$ cat config.mk
export PLATFORM = sky130hd
export DESIGN_NAME = pc_sequencer
export DESIGN_NICKNAME = d
export VERILOG_FILES = /design/src/rtl/pc_sequencer_pkg.sv /design/src/rtl/pc_sequencer_incrementer.sv /design/src/rtl/pc_sequencer.sv
export SDC_FILE = /design/constraint.sdc
export NUM_CORES = 1
export LEC_CHECK = 0
export ABC_AREA = 0
export CORE_ASPECT_RATIO = 1.1
export CORE_UTILIZATION = 45
export DETAILED_ROUTE_END_ITERATION = 10
export PLACE_DENSITY = 0.8
export SLEW_MARGIN = 10
export SYNTH_ARGS = -nofsm -noshare
export SYNTH_HDL_FRONTEND = slang
export SYNTH_HIERARCHICAL = 1
export SYNTH_SLANG_ARGS = --single-unit
$ cat constraint.sdc
create_clock -name clk -period 5.25 [get_ports clk]
set_input_delay 0.525 -clock clk [delete_from_list [all_inputs] [get_ports clk]]
set_output_delay 0.525 -clock clk [all_outputs]
set_load 0.01 [all_outputs]
$ cat src/rtl/pc_sequencer_pkg.sv
`default_nettype none
// ============================================================================
//  Package   : mips_defs
//  Brief     : Shared definitions for the MIPS fetch program-counter slice:
//              sequencer state encodings and the default PC width.
//  Revision  : 1.0 - initial release
// ============================================================================
package mips_defs;

  // Default PC / address width in bits.
  localparam int PC_W = 32;

  // Fetch sequencer states.
  typedef enum logic [1:0] {
    S_RESET = 2'd0,
    S_RUN   = 2'd1,
    S_HALT  = 2'd2
  } state_t;

endpackage : mips_defs
`default_nettype wire

$ cat src/rtl/pc_sequencer_incrementer.sv
`default_nettype none
// ============================================================================
//  Module    : incrementer
//  Brief     : N-bit combinational incrementer (out = in + 1), wrapping at
//              2^N. The clock port is part of the shared interface but is
//              not used because the logic is purely combinational.
//  Revision  : 1.0 - initial release
// ============================================================================
module incrementer #(
  parameter int N = 32
) (
  input  logic         clk,
  input  logic [N-1:0] in,
  output logic [N-1:0] out
);

  localparam logic [N-1:0] C_ONE = {{(N-1){1'b0}}, 1'b1};

  // The clock is kept on the port list for interface compatibility only.
  logic w_unused_clk;
  assign w_unused_clk = clk;

  // Plain +1; the carry out of the top bit is dropped so 2^N-1 wraps to 0.
  assign out = in + C_ONE;

endmodule : incrementer
`default_nettype wire

$ cat src/rtl/pc_sequencer.sv
`default_nettype none
// ============================================================================
//  Module    : pc_sequencer
//  Brief     : Owns the word-addressed MIPS fetch PC. Selects the next PC from
//              branch / jump / stall / +1 with halt and resume control, and
//              drives the IF address, the IF/ID flush and a fetch counter.
//  Revision  : 1.0 - initial release
// ============================================================================
module pc_sequencer
  import mips_defs::*;
#(
  parameter int           N            = PC_W,
  parameter logic [N-1:0] RESET_VECTOR = '0
) (
  input  logic         clk,
  input  logic         rst,
  input  logic         stall,
  input  logic         branch_taken,
  input  logic [N-1:0] branch_target,
  input  logic         jump,
  input  logic [N-1:0] jump_target,
  input  logic         halt_req,
  input  logic         resume,
  output logic [N-1:0] pc,
  output logic         pc_valid,
  output logic         flush,
  output logic         halted,
  output logic [31:0]  fetch_count
);

  state_t       r_state;
  logic [N-1:0] w_pc_inc;
  logic [N-1:0] w_pc_next;
  logic         w_in_run;
  logic         w_redirect;
  logic         w_advance;

  // Sequential +1 path.
  incrementer #(
    .N (N)
  ) u_incrementer (
    .clk (clk),
    .in  (pc),
    .out (w_pc_inc)
  );

  assign w_in_run   = (r_state == S_RUN);
  // A branch is older than a jump, so either one alone is a redirect.
  assign w_redirect = w_in_run && (branch_taken || jump);
  // pc moves on a redirect or on an un-stalled increment.
  assign w_advance  = branch_taken || jump || !stall;
  // Reset overrides any redirect that coincides with it.
  assign flush      = w_redirect && !rst;

  // Next-PC priority mux: branch, then jump, then stall-hold, then +1.
  always_comb begin
    w_pc_next = pc;
    if (branch_taken) begin
      w_pc_next = branch_target;
    end else if (jump) begin
      w_pc_next = jump_target;
    end else if (!stall) begin
      w_pc_next = w_pc_inc;
    end
  end

  // Sequencer FSM with the pc register, fetch counter and registered status.
  always_ff @(posedge clk) begin
    if (rst) begin
      r_state     <= S_RESET;
      pc          <= RESET_VECTOR;
      fetch_count <= 32'd0;
      pc_valid    <= 1'b0;
      halted      <= 1'b0;
    end else begin
      case (r_state)
        S_RESET: begin
          // One settling cycle; requests are ignored here.
          r_state  <= S_RUN;
          pc_valid <= 1'b1;
          halted   <= 1'b0;
        end
        S_RUN: begin
          pc <= w_pc_next;
          if (w_advance) begin
            fetch_count <= fetch_count + 32'd1;
          end
          // Halt is orthogonal to the pc choice made above.
          if (halt_req) begin
            r_state  <= S_HALT;
            pc_valid <= 1'b0;
            halted   <= 1'b1;
          end
        end
        S_HALT: begin
          // pc frozen; only resume is honoured and it beats halt_req.
          if (resume) begin
            r_state  <= S_RUN;
            pc_valid <= 1'b1;
            halted   <= 1'b0;
          end
        end
        default: begin
          r_state  <= S_RESET;
          pc_valid <= 1'b0;
          halted   <= 1'b0;
        end
      endcase
    end
  end

endmodule : pc_sequencer
`default_nettype wire

# Word-level counts from Yosys, hierarchy flattened
# Cells that the tools add are included.
# totals
reg_bits,68
word_cells,34
out_inout_bits,67
in_bits,71
# op_classes
n_addsub,2
eq_ne,5
mux,12
n_reduce_logical,10
# op_table
op,n
$mux W32,3
$add A32 B1 Y32 const B,2
$pmux W2 S3,1
$reduce_and A2 Y1,3
$mux W1,4
$mux W2,2
$ne A2 B2 Y1 const B,2
$ne A3 B1 Y1 const B,1
$pmux W1 S3,1
$eq A2 B1 Y1 const B,1
$eq A2 B2 Y1 const B,1
$logic_and A1 B1 Y1,2
$logic_not A1 Y1,2
$logic_not A2 Y1,1
$logic_or A1 B1 Y1,2
$pmux W1 S2,1

# Logic depth before layout (Yosys ltp)
# logic_depth
depth_word,4
depth_mapped,9
ltp_nobuf,9

# By module
# The synthesis kept the hierarchy.
# by_module_without_submodules
module,n_inst,cells_per_inst,area_each_um2
pc_sequencer,1,407,3440.8
incrementer,1,96,684.4

# Least setup slack after synthesis
# OpenSTA, ideal clock, no wires.
# synth_timing
path_type,input to register
startpoint,input jump
endpoint,register pc[10]
setup_time_ns,0.128
t_required_ns,5.122
path_buffers,4
arrival_ns,1.895
stages,8
slack_ns,3.228
cell_sequence,buf_2 -> or3b_1 -> buf_4 -> and2_1 -> buf_2 -> buf_2 -> mux2i_1 -> nor2_1
# synth_between
elab_chain_len,2
elab_cells_between_ends,4
# synth_rtl
item,line,text
"start, declared",pc_sequencer.sv:20,"input logic jump,"
$ne A3 B1 Y1 (no source line) / $mux W32 (equally long branches),n/a,
$reduce_and A2 Y1 (no source line) / $mux W32 (equally long branches),n/a,
"end signal, assigned",pc_sequencer.sv:84,pc <= w_pc_next;
"end, declared",pc_sequencer.sv:24,"output logic [N-1:0] pc,"
# Parallel ways exist; a longest one is shown, timed or not.
# A chain may end at the register's enable or synchronous reset.

# Worst setup path in the final report
# layout_timing
startpoint,input jump
endpoint,register fetch_count[20]
# layout_between
elab_chain_len,3
# layout_rtl
item,line,text
$logic_or A1 B1 Y1 (2 in series),pc_sequencer.sv:51,assign w_advance = branch_taken || jump || !stall;
$reduce_and A2 Y1 (no source line),n/a,
"end signal, assigned",pc_sequencer.sv:86,fetch_count <= fetch_count + 32'd1;
"end, declared",pc_sequencer.sv:28,output logic [31:0] fetch_count
# No other way between the ends.

==> out/summary.md <==
Logic synthesis
- post-synthesis sequential area ratio: 0.320
- Distinct cells, synth: 38
- post-synthesis net count: 576
- area share of the largest cell type after synthesis: 0.320
- cell type with the largest total area after synthesis: dfxtp_1
- number of synthesized register bits: 66
- post-synthesis area per instance: 8.20 sq um
- Syn. warnings: 6
- area of the mapped netlist: 4130 sq um
- gate count of the mapped netlist: 503
- leading post-synthesis cells by cell area: dfxtp_1, mux2i_1, xor2_1

Timing
- max-slew violation count: 0
- timing-limited maximum frequency: 365 MHz
- worst setup margin: 2510 ps
- portion of the clock cycle consumed by the worst path in the final layout: 0.523
- Worst Hold Margin: 521 ps
- transition time at the pin with the least slew margin: 1080 ps
- Max transition margin: 0.278
- Final Hold Vio Count: 0
- final setup fails: 0
- clk_skew: 8.09 ps
- setup tns final: 0 ps
- unrepaired setup endpoints after global routing: false
- Final Critical Period: 2740 ps

Global routing
- via count of the first global-routing pass: 3862
- GRT Overall Usage: 0.233
- total grt overflow: 0
- first-pass GRT wire length: 17900 um
- antenna violations before repair: 0
- largest net degree at the start of global routing: 72

Floorplanning
- Floorplan Core Area: 8870 sq um
- die outline width: 93.3 um
- die height: 102 um
- row count: 36
- Top-Level Pins: 138
- Initial Utilization: 0.465
- floorplan die area: 9550 sq um

Clock tree
- clock tree root buffer cell: clkbuf_8
- clock tree from TritonCTS: done
- clock insertion delay at the later pin of the skew report: 340 ps
- number of clock sinks seen by CTS: 66
- number of gates resized after CTS: 0
- htree depth: 3
- Post-CTS Setup Bufs: 0
- deepest clock path buffer count: 2
- CTS buffer count: 9
- clock slew at reported path FFs: 80 ps
- post-cts hold buffer count: 0

Pwr
- power after layout: 1.26 mW
- PwrDens: 220 nW/um^2
- Pleak: 2.14 nW
- maximum vdd ir drop: 0.000118 V

Critical path
- critical path type: input port to flip-flop
- largest fanout of any net on the critical path: 34
- CP endpoint kind: flip-flop
- Worst setup SP type: input port
- data required time at the worst endpoint: 5520 ps
- signal arrival time at the worst endpoint: 3020 ps

Placement
- worst setup slack before clock tree synthesis: 2190 ps
- number of cells in the design after placement: 724
- detailed-placement wirelength estimate: 7810 um
- Port Buffers: 137
- placed cell areas: 5500 sq um
- routability-driven placement congestion ratio: 0.856

Cells and area
- fraction of final layout cells sized beyond drive strength 1: 0.0655
- number of standard cells in the layout, taps in and fillers out: 740
- most common cell after layout, fill and taps aside: clkdlybuf4s50_1
- final standard cell area without fillers: 5730 sq um
- number of nets in the final layout: 694
- synth-to-layout area growth: 38.8%
- Diodes inserted: 0
- highest-count cells in the layout ignoring fill and taps: clkdlybuf4s50_1, dfxtp_1, mux2i_1
- final design utilization: 0.645

Route
- final wirelength: 11100 um
- routed vias: 4178
- Routed WL per cell: 15.0 um
- remaining antenna violation count: 0
- DRC violation total after the first TritonRoute iteration: 157
- Avg Vias per Cell: 5.65
- residual DRC count: 0
- first-pass detailed-route iteration total: 4

Run
- max cap viols: 0

Run status
- outcome: finished clean

Min path
- type of the most critical hold path: flip-flop to flip-flop

-- per-layer routing --
layer,routed length (um),global-route usage
met3,707,0.0573
met2,5550,0.405
met1,4730,0.284
met4,116,0.0734
met5,0,0
-- sequential cells by signal (all words and copies together) (netlist names) --
register and count:
fetch_count 32, halted 1, pc 32, r_state 1
-- worst max-delay path: stages --
cell	delay (ps)
buf_2	90
buf_4	470
or3b_1	400
nand4_2	570
or4_2	800
a21oi_1	150
-- power breakdown --
group | total (mW) | internal [mW] | switching, mW | leakage (nW)
Sequential | 0.549 | 0.520 | 0.0297 | 0.536
Clock | 0.488 | 0.281 | 0.206 | 0.112
Combinational | 0.225 | 0.131 | 0.0941 | 1.49
-- Yosys cell counts (all sizes together) --
master	instances
a21oi	24
and2	2
and2b	1
and3	6
and4	10
and4b	1
buf	17
clkbuf	16
dfxtp	66
ha	2
inv	8
mux2	4
mux2i	65
nand2	53
nand3	24
nand4	15
nor2	52
nor2b	5
nor3	4
nor3b	1
nor4	14
o21ai	37
o31ai	17
or3	4
or3b	1
or4	18
xnor2	12
xor2	24
-- cell families after synthesis --
family	after synthesis	share of synthesized area
DFF	66	0.320
adders and majority gates	2	0.00607
xor gates and xnor gates	36	0.0764
AOI/OAI and AO/OA	78	0.105
and+or+nand+nor	211	0.280
buffers and inverters	41	0.0434
muxes	69	0.169
-- final timing paths --
check	start	end	slack, ps	cells after the start
setup / recovery	jump	fetch_count[20]	2510	6
hold / removal	fetch_count[15]	fetch_count[15]	520	2
setup reg to reg	fetch_count[3]	fetch_count[17]	2860	4
hold reg to reg	fetch_count[15]	fetch_count[15]	520	2
-- final cells by class --
type	count	area, sq um
sequential	66	1320
clock inverter	6	90.1
fill	758	3150
timing repair buffer	140	1380
multi-input combinational	396	2630
inverter	8	30.0
clock buffer	10	138
tap	114	143
Power figures use the tool's default switching activity.
